**src/rtl/wb_sched.sv**
```systemverilog
// Write-back scheduler: serialises the E and M destinations of one retired instruction
// onto a single register-file write port, E first, one write per cycle.
module wb_sched #(
    parameter int unsigned DATA_W = 64,
    parameter int unsigned CNT_W  = 16
) (
    input  logic              clock,
    input  logic              reset,
    input  logic              req_valid,
    output logic              req_ready,
    input  logic [3:0]        i_code,
    input  logic              cnd,
    input  logic [3:0]        ra,
    input  logic [3:0]        rb,
    input  logic [DATA_W-1:0] val_e,
    input  logic [DATA_W-1:0] val_m,
    output logic              rf_we,
    output logic [3:0]        rf_waddr,
    output logic [DATA_W-1:0] rf_wdata,
    output logic              busy,
    output logic              done,
    output logic [CNT_W-1:0]  wr_count
);

    localparam logic [3:0] RegNone = 4'hF;
    localparam logic [3:0] RegRsp  = 4'd4;

    typedef enum logic [1:0] {
        StIdle,
        StWrE,
        StWrM,
        StNoWr
    } state_e;

    state_e            r_state;
    state_e            w_state_next;
    logic [3:0]        r_dst_e;
    logic [3:0]        r_dst_m;
    logic [DATA_W-1:0] r_val_e;
    logic [DATA_W-1:0] r_val_m;
    logic [CNT_W-1:0]  r_wr_count;

    logic              w_accept;
    logic [3:0]        w_dst_e_raw;
    logic [3:0]        w_dst_e;
    logic [3:0]        w_dst_m;

    assign req_ready = (r_state == StIdle) && !reset;
    assign w_accept  = req_valid && req_ready;
    assign busy      = (r_state != StIdle);
    assign wr_count  = r_wr_count;

    always_comb begin
        w_dst_e_raw = RegNone;
        case (i_code)
            4'h2:                      w_dst_e_raw = cnd ? rb : RegNone;
            4'h3, 4'h6:                w_dst_e_raw = rb;
            4'h8, 4'h9, 4'hA, 4'hB:    w_dst_e_raw = RegRsp;
            default:                   w_dst_e_raw = RegNone;
        endcase
        w_dst_m = ((i_code == 4'h5) || (i_code == 4'hB)) ? ra : RegNone;
        // popq %rsp: the loaded value must win, so the E write is dropped entirely.
        w_dst_e = ((w_dst_e_raw != RegNone) && (w_dst_e_raw == w_dst_m)) ? RegNone
                                                                          : w_dst_e_raw;
    end

    always_comb begin
        w_state_next = r_state;
        rf_we        = 1'b0;
        rf_waddr     = RegNone;
        rf_wdata     = '0;
        done         = 1'b0;
        case (r_state)
            StIdle: begin
                if (w_accept) begin
                    if (w_dst_e != RegNone) begin
                        w_state_next = StWrE;
                    end else if (w_dst_m != RegNone) begin
                        w_state_next = StWrM;
                    end else begin
                        w_state_next = StNoWr;
                    end
                end
            end
            StWrE: begin
                rf_we    = 1'b1;
                rf_waddr = r_dst_e;
                rf_wdata = r_val_e;
                if (r_dst_m != RegNone) begin
                    w_state_next = StWrM;
                end else begin
                    w_state_next = StIdle;
                    done         = 1'b1;
                end
            end
            StWrM: begin
                rf_we        = 1'b1;
                rf_waddr     = r_dst_m;
                rf_wdata     = r_val_m;
                done         = 1'b1;
                w_state_next = StIdle;
            end
            StNoWr: begin
                done         = 1'b1;
                w_state_next = StIdle;
            end
            default: w_state_next = StIdle;
        endcase
    end

    always_ff @(posedge clock) begin
        if (reset) begin
            r_state    <= StIdle;
            r_dst_e    <= RegNone;
            r_dst_m    <= RegNone;
            r_val_e    <= '0;
            r_val_m    <= '0;
            r_wr_count <= '0;
        end else begin
            r_state <= w_state_next;
            if (w_accept) begin
                r_dst_e <= w_dst_e;
                r_dst_m <= w_dst_m;
                r_val_e <= val_e;
                r_val_m <= val_m;
            end
            if (rf_we) begin
                r_wr_count <= r_wr_count + {{(CNT_W-1){1'b0}}, 1'b1};
            end
        end
    end

endmodule

```
**config.mk**
```make
export PLATFORM = sky130hd
export DESIGN_NAME = wb_sched
export DESIGN_NICKNAME = d
export VERILOG_FILES = /design/src/rtl/wb_sched.sv
export SDC_FILE = /design/constraint.sdc
export NUM_CORES = 1
export LEC_CHECK = 0
export CORE_MARGIN = 2
export CORE_UTILIZATION = 40
export CTS_CLUSTER_SIZE = 20
export DETAILED_ROUTE_END_ITERATION = 6
export GPL_ROUTABILITY_DRIVEN = 0
export PLACE_DENSITY_LB_ADDON = 0.08
export SKIP_CTS_REPAIR_TIMING = 1
export SYNTH_ARGS = -nofsm -noshare
export SYNTH_HDL_FRONTEND = slang
export SYNTH_SLANG_ARGS = --single-unit
```
**constraint.sdc**
```tcl
create_clock -name clock -period 2.2 [get_ports clock]
set_input_delay 0.55 -clock clock [delete_from_list [all_inputs] [get_ports clock]]
set_output_delay 0.55 -clock clock [all_outputs]
set_load 0.005 [all_outputs]
```
==> impl.org <==
** Cells and area
- With fillers left out, the area of the finished cells amounts to 0.0108 mm^2.
- Cells with a size suffix above 1 make up 25.1% of the layout.
- Total inserted antenna cells :: 0
- Fill count :: 1413
- Final standard cell count with taps included and fillers excluded :: 1349
- Layout Nets :: 1265
- Layout overhead on the synthesized area :: 61.9%

** Synthesis
- Most used flip-flop cell after synthesis :: sky130_fd_sc_hd__dfxtp_1
- Syn Std Cell Area :: 0.00669 mm^2
- Sorting the synthesized cells by area gives the leading types as sky130_fd_sc_hd__dfxtp_1, sky130_fd_sc_hd__nand2_1, sky130_fd_sc_hd__nand3_1.
- Yosys mapped the design onto 43 distinct sky130hd cell types.
- Number of storage elements in the synthesis netlist :: 154
- The share of synthesized area in the top cell type comes to 46.1%.
- Cell count after synthesis :: 875
- Share of synthesized flip-flops with an asynchronous set or reset :: 0%
- Post-synth EDFFs :: 0
- Cell accounting for the most synthesized area :: sky130_fd_sc_hd__dfxtp_1
- The share of the Yosys chip area taken by registers is 46.1%.
- The average instance in the mapped netlist occupies 7.65 um^2.
- Yosys printed 0 warnings.
- Synthesized netlist net count :: 1024

** Critical path
- Worst endpoint data arrival time :: 1.79 ns
- The number of buffers and inverters on the critical path is 5.
- The worst register-to-register path ends at wr_count[15]$_SDFFE_PP0P_.
- The worst setup path is launched from a register.
- On the critical path, the stage with the largest delay is an instance of sky130_fd_sc_hd__dfxtp_4.
- Critical R2R Launch :: r_state[0]$_SDFFE_PP0P_
- For flop-to-flop paths, the worst setup slack is 0.12 ns.
- The worst setup path is of the register to primary output kind.
- For the worst setup path, the data required time is 1.65 ns.
- Walking the worst path, the cells encountered are inv_4 -> ha_4 -> buf_8 -> buf_6 -> buf_8 -> nor2b_1 -> buf_2.
- In this run the worst path has a maximum fanout of 8.
- Kind of cell with the highest combined delay on the critical path :: buffers and inverters
- Crit. End Element :: primary output
- Slowest Stage Delay on Critical Path :: 0.38 ns
- The most numerous cell type found on the critical path is sky130_fd_sc_hd__buf_8.
- The worst register-to-register path has a depth of 11.

** Routing
- The routed design has 22600 um of wire.
- Vias after detailed routing :: 6869
- Detail-routed via count per cell :: 5.09
- The detail route stage leaves a number of antenna-violating nets equal to 0.
- The first TritonRoute pass finished after 5 iterations.
- Detailed router's first-iteration violation count :: 476
- DR DRC count :: 0
- In the final routed layout, each cell accounts on average for 16.8 um.

** Global routing
- Wire length of the first global-routing pass :: 31000 um
- Grt met2 use :: 34.8%
- The number of global-route vias before repair came to 6155.
- Remaining Overflow, GRT :: 0
- Antenna violations before repair :: 0
- Maximum number of pins on one net before global-route repair :: 130
- Global routing consumed, on the met3 layer, 7.04% of the routing resources.
- Global route hottest layer :: met2
- Met1 track utilization from global routing :: 27.6%
- Global routing consumed, over all layers together, 21.5% of the routing resources.

** Clock network
- Number of buffers between clock root and the deepest sink :: 2
- The later pin in the worst-skew pair is clocked with a latency of 0.42 ns.
- Clock tree synthesis selected as its root buffer the cell sky130_fd_sc_hd__clkbuf_16.
- The clock tree synthesis step divided the H-tree into 4 levels.
- TritonCTS built the clock tree.
- The tree built by TritonCTS fans out to 154 sinks.
- After clock tree synthesis, the clock-pin slew on the worst setup and hold paths is 0.06 ns.
- The number of clock buffers added by TritonCTS is 17.

** Timing
- Subtracting the final worst setup slack from the clock period gives 2.34 ns.
- For the pin with the worst max-slew slack, the measured transition is 0.577 ns.
- Setup Skew :: 0.00463 ns
- The final number of hold-violating endpoints was 0.
- Worst slew slack as a fraction of its limit :: 61.5%
- Summed over all failing endpoints, the final setup total negative slack is -4.63 ns.
- Total count of max-transition violations in the final report :: 0
- Setup repair after global routing could not meet its margin everywhere.
- For this run, the top clock speed supported by timing is 427 MHz.
- Number of setup violations in the final report :: 69
- Final setup margin :: -0.143 ns
- Minimum hold slack :: 0.453 ns
- The worst path uses 106% of the clock period.

** Placed design
- Post-placement cell count :: 1288
- Dpl cell area :: 0.00944 mm^2
- Detailed placement finished with a half-perimeter wire length of 12800 um.
- Port bufs :: 231

** Hold path
- In this run the most critical hold path is launched from r_val_m[26]$_SDFFE_PP0P_.
- Cell count of the worst hold path :: 2
- The min-delay analysis places its worst path in the category register to register.
- Hold worst-path end :: r_val_m[26]$_SDFFE_PP0P_

** Run
- Number of max-cap violations :: 0

** Pwr
- Summed over all cells, the static leakage comes to 4.60 nW.
- Total power density per cell area :: 740 mW/mm^2
- Total power :: 8.02 mW
- IR analysis of the VDD net gives a maximum drop of 0.604 mV.

** Run status
- The run finished, with violations left.
- The checks that failed: setup timing.

** Floorplan
- During I/O placement, the number of pins put on the boundary was 232.
- Row generation in the floorplan step produced 47 rows.
- Once the floorplan was initialized, standard cells occupied 40.6% of the core.
- The floorplan step defined a die boundary enclosing 0.0178 mm^2.
- Die W :: 133 um
- Core area :: 0.0165 mm^2
- Die span in y :: 133 um
==> cells in the final DEF, fill, tap and decap left out, drive strengths merged, types with 8 or more instances in the layout <==
master	count
nor3	8
nor2b	66
a22oi	69
clkdlybuf4s50	159
nand3	134
nor2	19
dfxtp	154
buf	93
clkbuf	60
nand2	270
inv	14
==> Yosys cell counts (3+ instances only) <==
cell type and instances:
sky130_fd_sc_hd__clkbuf_1 71, sky130_fd_sc_hd__nor2_1 19, sky130_fd_sc_hd__nor2b_1 66, sky130_fd_sc_hd__a21oi_1 3
sky130_fd_sc_hd__inv_1 11, sky130_fd_sc_hd__nand2_1 270, sky130_fd_sc_hd__dfxtp_1 154, sky130_fd_sc_hd__xor2_1 7
sky130_fd_sc_hd__and4_1 3, sky130_fd_sc_hd__o21ai_0 6, sky130_fd_sc_hd__a31oi_1 6, sky130_fd_sc_hd__nand3_1 134
sky130_fd_sc_hd__ha_1 5, sky130_fd_sc_hd__a22oi_1 68, sky130_fd_sc_hd__nor3_1 8, sky130_fd_sc_hd__nor4_1 3
sky130_fd_sc_hd__xnor2_1 7, sky130_fd_sc_hd__nand4_1 3
==> state kept, by name, indices dropped and copies added (netlist names) <==
register	cells
r_dst_e	4
r_dst_m	4
r_state	2
r_val_e	64
r_val_m	64
wr_count	16
==> where the power goes <==
part           internal [mW]  switching [mW]  total [mW]
clock                   1.56            1.23        2.79
sequential              3.04           0.167        3.21
combinational           1.12           0.904        2.02
total                   5.72            2.30        8.02
==> area by class of cell <==
type / instances / area, um^2 / share of cell area (%)
well taps: 220 / 275 / 2.54
repair buffers: 296 / 2940 / 27.1
flip-flops and latches: 154 / 3090 / 28.5
clock buffers: 19 / 433 / 4.00
clock inverters: 13 / 123 / 1.13
inverters: 12 / 52.6 / 0.485
multi-input cells: 635 / 3920 / 36.2
==> metal layers <==
| layer | vias up | part of all wire (%) |
|---|---|---|
| met4 | 0 | 1.6 |
| met2 | 219 | 47 |
| met1 | 3204 | 45 |
| li1 | 3418 | - |
| met5 | - | 0 |
| met3 | 28 | 6.9 |
==> through the flow <==
step	util [%]	worst slack (ns)
after global routing	65.8	-0.182
after floorplan	-	0.147
final	65.8	-0.143
after global placement	57.3	-0.268
after CTS	60.7	-0.542
after detailed placement	57.3	-0.293
==> worst max path at each step <==
| stage | start | end | depth (start not counted) |
|---|---|---|---|
| after floorplan | r_state[0]$_SDFFE_PP0P_ | rf_wdata[39] | 7 |
| after global placement | i_code[3] | r_state[1]$_SDFFE_PP0P_ | 7 |
| after detailed placement | i_code[3] | r_dst_e[0]$_SDFFE_PP1P_ | 6 |
| after CTS | r_state[0]$_SDFFE_PP0P_ | rf_wdata[39] | 5 |
| after global routing | r_state[1]$_SDFFE_PP0P_ | rf_wdata[15] | 7 |
| final | r_state[0]$_SDFFE_PP0P_ | rf_wdata[15] | 7 |
==> logic make-up after synthesis <==
logic type | after synthesis | synth area share (%)
flip-flops | 154 | 46.1
AO/OA/AOI/OAI | 96 | 10.5
adder cells (fa/ha/maj) | 5 | 0.935
XOR/XNOR | 14 | 1.83
multiplexers | 1 | 0.150
AND/OR/NAND/NOR | 519 | 35.5
buffers and inverters | 86 | 4.94
==> worst min-delay path, stage by stage (launching register included) <==
cell and delay [ns]:
sky130_fd_sc_hd__dfxtp_1 0.31, sky130_fd_sc_hd__nand3_1 0.06, sky130_fd_sc_hd__nand2_1 0.04
No activity file was read; power rests on OpenSTA's default activity.
